--- config.mk ---
export PLATFORM = sky130hd
export DESIGN_NAME = apb_master_bridge_flat
export DESIGN_NICKNAME = d
export VERILOG_FILES = /design/src/rtl/apb_master_bridge_if.sv /design/src/rtl/apb_master_bridge.sv /design/src/flat_wrapper.sv
export SDC_FILE = /design/constraint.sdc
export NUM_CORES = 1
export LEC_CHECK = 0
export CORE_ASPECT_RATIO = 0.8
export CORE_MARGIN = 5
export CORE_UTILIZATION = 37
export CTS_CLUSTER_DIAMETER = 120
export DETAILED_ROUTE_END_ITERATION = 8
export GPL_ROUTABILITY_DRIVEN = 0
export HOLD_SLACK_MARGIN = 0.05
export PLACE_DENSITY = 0.77
export SLEW_MARGIN = 40
export SYNTH_ARGS = -nofsm -noshare
export SYNTH_HDL_FRONTEND = slang
export SYNTH_SLANG_ARGS = --single-unit
--- constraint.sdc ---
create_clock -name PCLK -period 1.9 [get_ports PCLK]
set_input_delay 0.38 -clock PCLK [delete_from_list [all_inputs] [get_ports PCLK]]
set_output_delay 0.38 -clock PCLK [all_outputs]
set_load 0.02 [all_outputs]
--- src/rtl/apb_master_bridge_if.sv ---
// Command/response and APB3 bus signals of the APB master bridge.
// The master modport is the bridge's view; the slave modport is the environment's view.
interface apb_master_bridge_if #(
  parameter int DW = 32,
  parameter int AW = 32
);
  logic          cmd_valid;
  logic          cmd_ready;
  logic          cmd_write;
  logic [AW-1:0] cmd_addr;
  logic [DW-1:0] cmd_wdata;
  logic          rsp_valid;
  logic [DW-1:0] rsp_rdata;
  logic          rsp_err;
  logic          rsp_timeout;
  logic [AW-1:0] PADDR;
  logic          PSELx;
  logic          PENABLE;
  logic          PWRITE;
  logic [DW-1:0] PWDATA;
  logic          PREADY;
  logic          PSLVERR;
  logic [DW-1:0] PRDATA;

  modport master (
    input  cmd_valid, cmd_write, cmd_addr, cmd_wdata, PREADY, PSLVERR, PRDATA,
    output cmd_ready, rsp_valid, rsp_rdata, rsp_err, rsp_timeout,
           PADDR, PSELx, PENABLE, PWRITE, PWDATA
  );

  modport slave (
    output cmd_valid, cmd_write, cmd_addr, cmd_wdata, PREADY, PSLVERR, PRDATA,
    input  cmd_ready, rsp_valid, rsp_rdata, rsp_err, rsp_timeout,
           PADDR, PSELx, PENABLE, PWRITE, PWDATA
  );
endinterface

--- src/rtl/apb_master_bridge.sv ---
// APB3 requester: turns valid/ready commands into SETUP/ACCESS transfers and returns
// a one-cycle response pulse; a wait-state timeout aborts transfers that never complete.
module apb_master_bridge #(
  parameter int DW      = 32,
  parameter int AW      = 32,
  parameter int TIMEOUT = 16
) (
  input logic                 PCLK,
  input logic                 PRESETn,
  apb_master_bridge_if.master bus
);
  localparam int CW = (TIMEOUT > 0) ? $clog2(TIMEOUT + 1) : 1;
  localparam logic [CW-1:0] CNT_LAST = CW'((TIMEOUT > 0) ? TIMEOUT - 1 : 0);

  typedef enum logic [1:0] {
    IDLE   = 2'd0,
    SETUP  = 2'd1,
    ACCESS = 2'd2
  } state_e;

  state_e        state_q;
  logic [CW-1:0] wait_cnt_q;
  logic          psel_q;
  logic          penable_q;
  logic          pwrite_q;
  logic [AW-1:0] paddr_q;
  logic [DW-1:0] pwdata_q;
  logic          rsp_valid_q;
  logic [DW-1:0] rsp_rdata_q;
  logic          rsp_err_q;
  logic          rsp_timeout_q;

  logic complete_s;
  logic abort_s;
  logic cmd_ready_s;
  logic accept_s;

  // Completion, timeout abort and command acceptance for the current cycle
  always_comb begin
    complete_s  = (state_q == ACCESS) && bus.PREADY;
    abort_s     = (TIMEOUT > 0) && (state_q == ACCESS) && !bus.PREADY &&
                  (wait_cnt_q == CNT_LAST);
    // ready is forced low while reset is held, not just after release
    cmd_ready_s = PRESETn && ((state_q == IDLE) || complete_s);
    accept_s    = bus.cmd_valid && cmd_ready_s;
  end

  // Transfer sequencing FSM with registered bus and response outputs
  always_ff @(posedge PCLK or negedge PRESETn) begin
    if (!PRESETn) begin
      state_q       <= IDLE;
      wait_cnt_q    <= '0;
      psel_q        <= 1'b0;
      penable_q     <= 1'b0;
      pwrite_q      <= 1'b0;
      paddr_q       <= '0;
      pwdata_q      <= '0;
      rsp_valid_q   <= 1'b0;
      rsp_rdata_q   <= '0;
      rsp_err_q     <= 1'b0;
      rsp_timeout_q <= 1'b0;
    end else begin
      rsp_valid_q <= 1'b0;
      case (state_q)
        IDLE: begin
          if (accept_s) begin
            paddr_q    <= bus.cmd_addr;
            pwrite_q   <= bus.cmd_write;
            pwdata_q   <= bus.cmd_wdata;
            psel_q     <= 1'b1;
            penable_q  <= 1'b0;
            wait_cnt_q <= '0;
            state_q    <= SETUP;
          end else begin
            state_q <= IDLE;
          end
        end
        SETUP: begin
          penable_q <= 1'b1;
          state_q   <= ACCESS;
        end
        ACCESS: begin
          if (complete_s) begin
            rsp_valid_q   <= 1'b1;
            rsp_rdata_q   <= pwrite_q ? '0 : bus.PRDATA;
            rsp_err_q     <= bus.PSLVERR;
            rsp_timeout_q <= 1'b0;
            penable_q     <= 1'b0;
            if (accept_s) begin
              // back-to-back: PSELx stays high straight into the next SETUP
              paddr_q    <= bus.cmd_addr;
              pwrite_q   <= bus.cmd_write;
              pwdata_q   <= bus.cmd_wdata;
              wait_cnt_q <= '0;
              state_q    <= SETUP;
            end else begin
              psel_q  <= 1'b0;
              state_q <= IDLE;
            end
          end else if (abort_s) begin
            rsp_valid_q   <= 1'b1;
            rsp_rdata_q   <= '0;
            rsp_err_q     <= 1'b1;
            rsp_timeout_q <= 1'b1;
            psel_q        <= 1'b0;
            penable_q     <= 1'b0;
            wait_cnt_q    <= '0;
            state_q       <= IDLE;
          end else begin
            wait_cnt_q <= wait_cnt_q + CW'(1);
          end
        end
        default: begin
          psel_q    <= 1'b0;
          penable_q <= 1'b0;
          state_q   <= IDLE;
        end
      endcase
    end
  end

  assign bus.cmd_ready   = cmd_ready_s;
  assign bus.PSELx       = psel_q;
  assign bus.PENABLE     = penable_q;
  assign bus.PWRITE      = pwrite_q;
  assign bus.PADDR       = paddr_q;
  assign bus.PWDATA      = pwdata_q;
  assign bus.rsp_valid   = rsp_valid_q;
  assign bus.rsp_rdata   = rsp_rdata_q;
  assign bus.rsp_err     = rsp_err_q;
  assign bus.rsp_timeout = rsp_timeout_q;
endmodule
--- src/flat_wrapper.sv ---
// flat-port wrapper written by rule: the top's interface ports become plain ports
module apb_master_bridge_flat 
#(
  parameter int DW      = 32,
  parameter int AW      = 32,
  parameter int TIMEOUT = 16
)
  (PCLK, PRESETn, bus_cmd_valid, bus_cmd_write, bus_cmd_addr, bus_cmd_wdata, bus_PREADY, bus_PSLVERR, bus_PRDATA, bus_cmd_ready, bus_rsp_valid, bus_rsp_rdata, bus_rsp_err, bus_rsp_timeout, bus_PADDR, bus_PSELx, bus_PENABLE, bus_PWRITE, bus_PWDATA);
  apb_master_bridge_if #(.DW(DW), .AW(AW)) bus_i ();
  input logic PCLK;
  input logic PRESETn;
  input wire logic [$bits(bus_i.cmd_valid)-1:0] bus_cmd_valid;
  input wire logic [$bits(bus_i.cmd_write)-1:0] bus_cmd_write;
  input wire logic [$bits(bus_i.cmd_addr)-1:0] bus_cmd_addr;
  input wire logic [$bits(bus_i.cmd_wdata)-1:0] bus_cmd_wdata;
  input wire logic [$bits(bus_i.PREADY)-1:0] bus_PREADY;
  input wire logic [$bits(bus_i.PSLVERR)-1:0] bus_PSLVERR;
  input wire logic [$bits(bus_i.PRDATA)-1:0] bus_PRDATA;
  output wire logic [$bits(bus_i.cmd_ready)-1:0] bus_cmd_ready;
  output wire logic [$bits(bus_i.rsp_valid)-1:0] bus_rsp_valid;
  output wire logic [$bits(bus_i.rsp_rdata)-1:0] bus_rsp_rdata;
  output wire logic [$bits(bus_i.rsp_err)-1:0] bus_rsp_err;
  output wire logic [$bits(bus_i.rsp_timeout)-1:0] bus_rsp_timeout;
  output wire logic [$bits(bus_i.PADDR)-1:0] bus_PADDR;
  output wire logic [$bits(bus_i.PSELx)-1:0] bus_PSELx;
  output wire logic [$bits(bus_i.PENABLE)-1:0] bus_PENABLE;
  output wire logic [$bits(bus_i.PWRITE)-1:0] bus_PWRITE;
  output wire logic [$bits(bus_i.PWDATA)-1:0] bus_PWDATA;
  assign bus_i.cmd_valid = bus_cmd_valid;
  assign bus_i.cmd_write = bus_cmd_write;
  assign bus_i.cmd_addr = bus_cmd_addr;
  assign bus_i.cmd_wdata = bus_cmd_wdata;
  assign bus_i.PREADY = bus_PREADY;
  assign bus_i.PSLVERR = bus_PSLVERR;
  assign bus_i.PRDATA = bus_PRDATA;
  assign bus_cmd_ready = bus_i.cmd_ready;
  assign bus_rsp_valid = bus_i.rsp_valid;
  assign bus_rsp_rdata = bus_i.rsp_rdata;
  assign bus_rsp_err = bus_i.rsp_err;
  assign bus_rsp_timeout = bus_i.rsp_timeout;
  assign bus_PADDR = bus_i.PADDR;
  assign bus_PSELx = bus_i.PSELx;
  assign bus_PENABLE = bus_i.PENABLE;
  assign bus_PWRITE = bus_i.PWRITE;
  assign bus_PWDATA = bus_i.PWDATA;
  apb_master_bridge #(.DW(DW), .AW(AW), .TIMEOUT(TIMEOUT)) u_core (.PCLK(PCLK), .PRESETn(PRESETn), .bus(bus_i));
endmodule
**Yosys cells after proc, flatten, opt, wreduce, memory -nomap -nowiden**

Cells that the tools add are included.

- Output and inout port bits: 103
- Register bits after elaboration: 109
- Input port bits: 102

- Bitwise gates (word level): 1
- $add $sub $neg: 1
- Reductions and logical operators: 14
- Muxes and demuxes: 34
- Equality and inequality tests: 7

Operator list:

| cell | number |
|---|---|
| 32-bit two-way mux | 7 |
| 32-bit one-hot mux with 2 select lines | 2 |
| 1-bit two-way mux | 15 |
| 5-bit two-way mux | 3 |
| 5-bit one-hot mux with 2 select lines | 1 |
| 1-bit one-hot mux with 3 select lines | 2 |
| 2-bit one-hot mux with 3 select lines | 1 |
| 2-bit AND reduction | 3 |
| 5-bit by 1-bit adder with 5-bit output (second input constant) | 1 |
| 5-bit by 4-bit == test with 1-bit output (second input constant) | 1 |
| 1-bit logical AND | 5 |
| 2-bit two-way mux | 2 |
| 2-bit by 1-bit inequality test with 1-bit output (second input constant) | 2 |
| 4-bit AND reduction | 1 |
| 2-bit nonzero test | 2 |
| 3-bit by 1-bit inequality test with 1-bit output (second input constant) | 1 |
| 3-bit inequality test (second input constant) | 1 |
| 2-bit by 1-bit == test with 1-bit output (second input constant) | 1 |
| 2-bit == test (second input constant) | 1 |
| 2-bit logical NOT | 1 |
| 1-bit one-hot mux with 2 select lines | 1 |
| 1-bit logical NOT | 1 |
| 1-bit logical OR | 1 |
| 1-bit inverter | 1 |

**Logic depth before layout (Yosys ltp)**

- Depth in word-level cells: 8
- Depth in mapped cells: 6
- Depth with buffers taken out: 6

**Worst setup path after synthesis**

OpenSTA, ideal clock, no wires.

- Path kind: reg2reg
- From: reg u_core.wait_cnt_q[0]
- To: reg u_core.rsp_rdata_q[10], in the netlist u_core.bus.rsp_rdata[10]
- Arrival time: 1731 ps
- Data required time: 1834 ps
- Stages on the path, launching flop included: 7
- Path buffers: 1
- Path slack: 103 ps
- Cell sequence: dfrtp_1 ha_1 and3_1 ha_1 o21ai_1 clkbuf_1 a22o_1

- Longest elaborated chain between the ends: 4

RTL lines:

| item | line | text |
|---|---|---|
| start, declared | apb_master_bridge.sv:22 | `logic [CW-1:0] wait_cnt_q;` |
| start signal, assigned | apb_master_bridge.sv:110 | `wait_cnt_q <= wait_cnt_q + CW'(1);` |
| 5-bit by 4-bit == test with 1-bit output | apb_master_bridge.sv:42 | `(wait_cnt_q == CNT_LAST);` |
| 1-bit logical AND | apb_master_bridge.sv:41 | `abort_s = (TIMEOUT > 0) && (state_q == ACCESS) && !bus.PREADY &&` |
| 2-bit nonzero test (no source line) | n/a |  |
| 2-bit AND reduction (no source line) | n/a |  |
| end signal, assigned | apb_master_bridge.sv:85 | `rsp_rdata_q <= pwrite_q ? '0 : bus.PRDATA;` |
| end, declared | apb_master_bridge.sv:29 | `logic [DW-1:0] rsp_rdata_q;` |

No other way between the ends.
A chain may end at the register's enable or synchronous reset.

**Worst setup path in the final report**

- From: in bus_PREADY
- To: out bus_cmd_ready

- Longest elaborated chain between the ends: 3

RTL lines:

| item | line | text |
|---|---|---|
| start, declared | flat_wrapper.sv:16 | `input wire logic [$bits(bus_i.PREADY)-1:0] bus_PREADY;` |
| 1-bit logical AND | apb_master_bridge.sv:40 | `complete_s = (state_q == ACCESS) && bus.PREADY;` |
| 1-bit logical OR | apb_master_bridge.sv:44 | `cmd_ready_s = PRESETn && ((state_q == IDLE) \|\| complete_s);` |
| 1-bit logical AND | apb_master_bridge.sv:44 |  |
| end, declared | flat_wrapper.sv:19 | `output wire logic [$bits(bus_i.cmd_ready)-1:0] bus_cmd_ready;` |

No other way between the ends.

==> results.py <==
metrics = {
    "run_status": {
        "run_status": "completed",
    },
    "die": {
        "num_io_pins": 205,
        "design.die.area_um2": 13700,
        "effective_utilization_at_floorplan_pct": 37.3,
        "std_cell_rows": 35,
        "core_region_area_um2": 11400,
        "die-width_um": 130,
        "fp.dieH_um": 106,
    },
    "worst_setup_path": {
        "worst_r2r_end": "u_core.bus.rsp_rdata[31]",
        "timing_worst_setup_path_type": "in -> out",
        "critPathLaunch": "bus_PREADY",
        "ff2ff_setup_slack_ns": 0.16,
        "worstPathArrival_ns": 1.48,
        "worst_setup_start_kind": "input pin",
        "timing.critical_path.required_ns": 1.52,
        "launch_point_of_the_worst_reg_to_reg_path": "u_core.wait_cnt_q[0]",
        "path_max_fanout": 2,
        "endpoint": "bus_cmd_ready",
        "worstSetupEndpointType": "output port",
        "r2r_cells": 6,
    },
    "sta": {
        "final_min_period_over_clock_period_pct": 97.7,
        "final-setup-viol-count": 0,
        "final-max-slew-violation-count": 0,
        "totalNegativeSetupSlack_ns": 0,
        "tightest_slew_ns": 0.602,
        "fin_crit_ns": 1.86,
        "worst_clock_skew_ns": 0.00616,
        "max_clock_freq_ghz": 0.539,
        "final_hold_viol_count": 0,
        "finalWorstSetupSlack_ns": 0.0434,
        "max-slew-margin-rel_pct": 59.9,
        "grt_setup_unrepaired": "false",
    },
    "route": {
        "via_per_inst": 4.70,
        "drt_first_pass_iters": 4,
        "drt-wirelength-per-cell_um": 16.9,
        "initialDrtViolationCount": 48,
        "drc": 0,
        "final_antenna_violating_net_count": 0,
        "routed-via-count": 3024,
        "drt_wl_total_mm": 10.9,
    },
    "layout": {
        "instances_no_fill": 643,
        "areaGrowthSynthToFinish_pct": 65.5,
        "final.fill_count": 874,
        "regArea_um2": 2730,
        "multi_input_area_um2": 1430,
        "share_of_final_layout_standard_cells_stronger_than_drive_strength_1_pct": 23.0,
        "antenna_cells": 0,
        "finalNetCount": 594,
    },
    "global_routing": {
        "track_usage_pct": 16.0,
        "grt_antenna_before_repair": 0,
        "grt_first_pass_wirelength_mm": 17.3,
        "grt_max_degree": 49,
        "gr-total-overflow": 0,
        "grt_pass1_vias": 3304,
    },
    "logic_synthesis": {
        "synth.ff_latch_count": 109,
        "postSynth.topFlopCell": "sky130_fd_sc_hd__dfrtp_1",
        "synth_area_um2": 4250,
        "post-synth-top-count-cell": "sky130_fd_sc_hd__dfrtp_1",
        "synth_cells": 262,
        "synth.avg_cell_area_um2": 16.2,
        "synthesis.yosys.warnings": 0,
        "ys_seq_area_share_pct": 64.2,
        "netlist_top_cells_area": "sky130_fd_sc_hd__dfrtp_1 (64%), sky130_fd_sc_hd__mux2_4 (14%), sky130_fd_sc_hd__mux2_2 (7.2%), sky130_fd_sc_hd__a22o_1 (6.8%), sky130_fd_sc_hd__buf_6 (1.1%)",
        "async_flop_share_pct": 100,
        "yosysTopAreaCell": "sky130_fd_sc_hd__dfrtp_1",
        "yosys-top-cells-count": "sky130_fd_sc_hd__dfrtp_1 (109), sky130_fd_sc_hd__mux2_4 (39), sky130_fd_sc_hd__a22o_1 (33)",
        "synth.top_cell.area_share_pct": 64.2,
        "synth_edf_count": 0,
        "synth_nets": 366,
        "synth_cell_type_count": 31,
    },
    "power": {
        "p_sw_share_pct": 30.0,
        "combPwrFrac_pct": 36.3,
        "pwr_density_cell_nw_per_um2": 1170,
        "cellInternalPower_mw": 5.75,
        "power.leakage_nw": 3.15,
        "highest_ir_drop_seen_on_vdd_v": 0.000586,
        "power_mw": 8.21,
        "share_seq_of_total_power_pct": 38.9,
        "power.switching_mw": 2.46,
        "p_clk_share_pct": 24.8,
    },
    "job": {
        "max-cap-violations": 0,
    },
    "clocking": {
        "cts_tree": "yes",
        "ctsHtreeMaxLevel": 3,
        "numClockSinks": 109,
        "clock_path_buffers": 2,
        "clockRootBuffer": "sky130_fd_sc_hd__clkbuf_16",
        "clkTransAtPathRegs_ns": 0.07,
        "cts_inserted_buffers": 9,
        "postCtsSetupBuffers": 0,
        "insertion_delay_ns": 0.34,
    },
    "min_path": {
        "worst_hold_path_type": "in -> async",
    },
    "place": {
        "detailedPlace.worstSlack_ns": -0.254,
        "place.detailed.instances": 626,
        "detailedPlacementHpwl_mm": 8.34,
        "placement.io_buffers": 204,
    },
}
## kinds of logic (layout without fill, tap and decap cells)
| group | count (synthesis) | in the layout | share of synthesized area, % |
|---|---|---|---|
| flip-flops | 109 | 109 | 64.2 |
| multiplexers | 67 | 67 | 21.2 |
| AO/OA/AOI/OAI | 48 | 48 | 9.21 |
| buffers and inverters | 20 | 253 | 2.65 |
| AND/OR/NAND/NOR | 16 | 16 | 2.24 |
| adder cells (fa/ha/maj) | 2 | 2 | 0.588 |
## critical path: stages
cell	delay (ns)
sky130_fd_sc_hd__clkdlybuf4s50_1	0.41
sky130_fd_sc_hd__nand2b_2	0.19
sky130_fd_sc_hd__and3_1	0.18
sky130_fd_sc_hd__clkdlybuf4s15_1	0.32
## cell usage in the layout, fill, tap and decap left out, types with 3 or more instances in the layout
cell type | synthesis | routed
sky130_fd_sc_hd__a21oi_1 | 3 | 3
sky130_fd_sc_hd__a22o_1 | 33 | 33
sky130_fd_sc_hd__buf_12 | 0 | 8
sky130_fd_sc_hd__buf_4 | 1 | 19
sky130_fd_sc_hd__clkbuf_16 | 0 | 9
sky130_fd_sc_hd__clkdlybuf4s50_1 | 0 | 202
sky130_fd_sc_hd__dfrtp_1 | 109 | 109
sky130_fd_sc_hd__inv_1 | 6 | 6
sky130_fd_sc_hd__inv_6 | 0 | 4
sky130_fd_sc_hd__mux2_2 | 27 | 27
sky130_fd_sc_hd__mux2_4 | 39 | 39
sky130_fd_sc_hd__nand2_1 | 4 | 4
## power groups by stage
| stage | Clock (mW) | Sequential (mW) | Combinational [mW] |
|---|---|---|---|
| final | 2.03 | 3.20 | 2.98 |
| after global routing | 2.21 | 3.27 | 3.14 |
| after CTS | 2.11 | 3.20 | 3.03 |
| after detailed placement | 0 | 3.22 | 3.02 |
| after global placement | 0 | 3.22 | 2.97 |
| after floorplan | 0 | 3.88 | 0.726 |
## final cells by class
type | count | area share (%)
well taps | 148 | 2.63
repair buffers | 231 | 33.3
inverters | 6 | 0.320
clock buffers | 9 | 3.20
multi-input cells | 133 | 20.3
flip-flops and latches | 109 | 38.8
clock inverters | 7 | 1.46
## how the worst min path moves through the flow
| stage | slack, ns | depth (start not counted) | start | endpoint |
|---|---|---|---|---|
| finish | 0.16 | 2 | PRESETn | u_core.bus.rsp_rdata[28] |
| global placement | 0.37 | 2 | PRESETn | u_core.bus.PSELx |
| CTS | 0.17 | 2 | PRESETn | u_core.bus.rsp_rdata[7] |
| floorplan | 0.08 | 0 | PRESETn | u_core.bus.PADDR[0] |
| global route | 0.20 | 2 | PRESETn | u_core.bus.rsp_rdata[7] |
| detailed placement | 0.37 | 2 | PRESETn | u_core.bus.PSELx |
## through the flow
step | instance area, um^2 | util, % | hold slack [ns]
final | 7040 | 61.8 | 0.159
after global routing | 7040 | 61.8 | 0.204
after CTS | 7030 | 61.8 | 0.167
after detailed placement | 6690 | 58.7 | 0.374
after global placement | 6690 | 58.7 | 0.369
after floorplan | 4250 | - | 0.0844
## what timing repair did
| action | 4_1_cts | 5_1_grt |
|---|---|---|
| endpoints found under the hold margin | 15 | 0 |
| setup endpoints to repair | 3 | 8 |
| pin swaps | 0 | 1 |
| hold buffers | 1 | 0 |
| gates resized for setup | 2 | 2 |
## flip-flops by register name, summed over array words and instances (netlist names), 2 cells and up
signal,cells
u_core.bus.rsp_rdata,32
u_core.wait_cnt_q,5
u_core.state_q,2
u_core.bus.PWDATA,32
u_core.bus.PADDR,32
## routing by layer
metal	up-vias	global-route usage [%]	part of all wire, %
met5	-	0	0
met4	0	4.23	1.7
met3	12	6.28	9.4
met2	130	24.1	46
met1	1471	21.5	43
li1	1411	-	-
(Power assumes the default switching activity.)
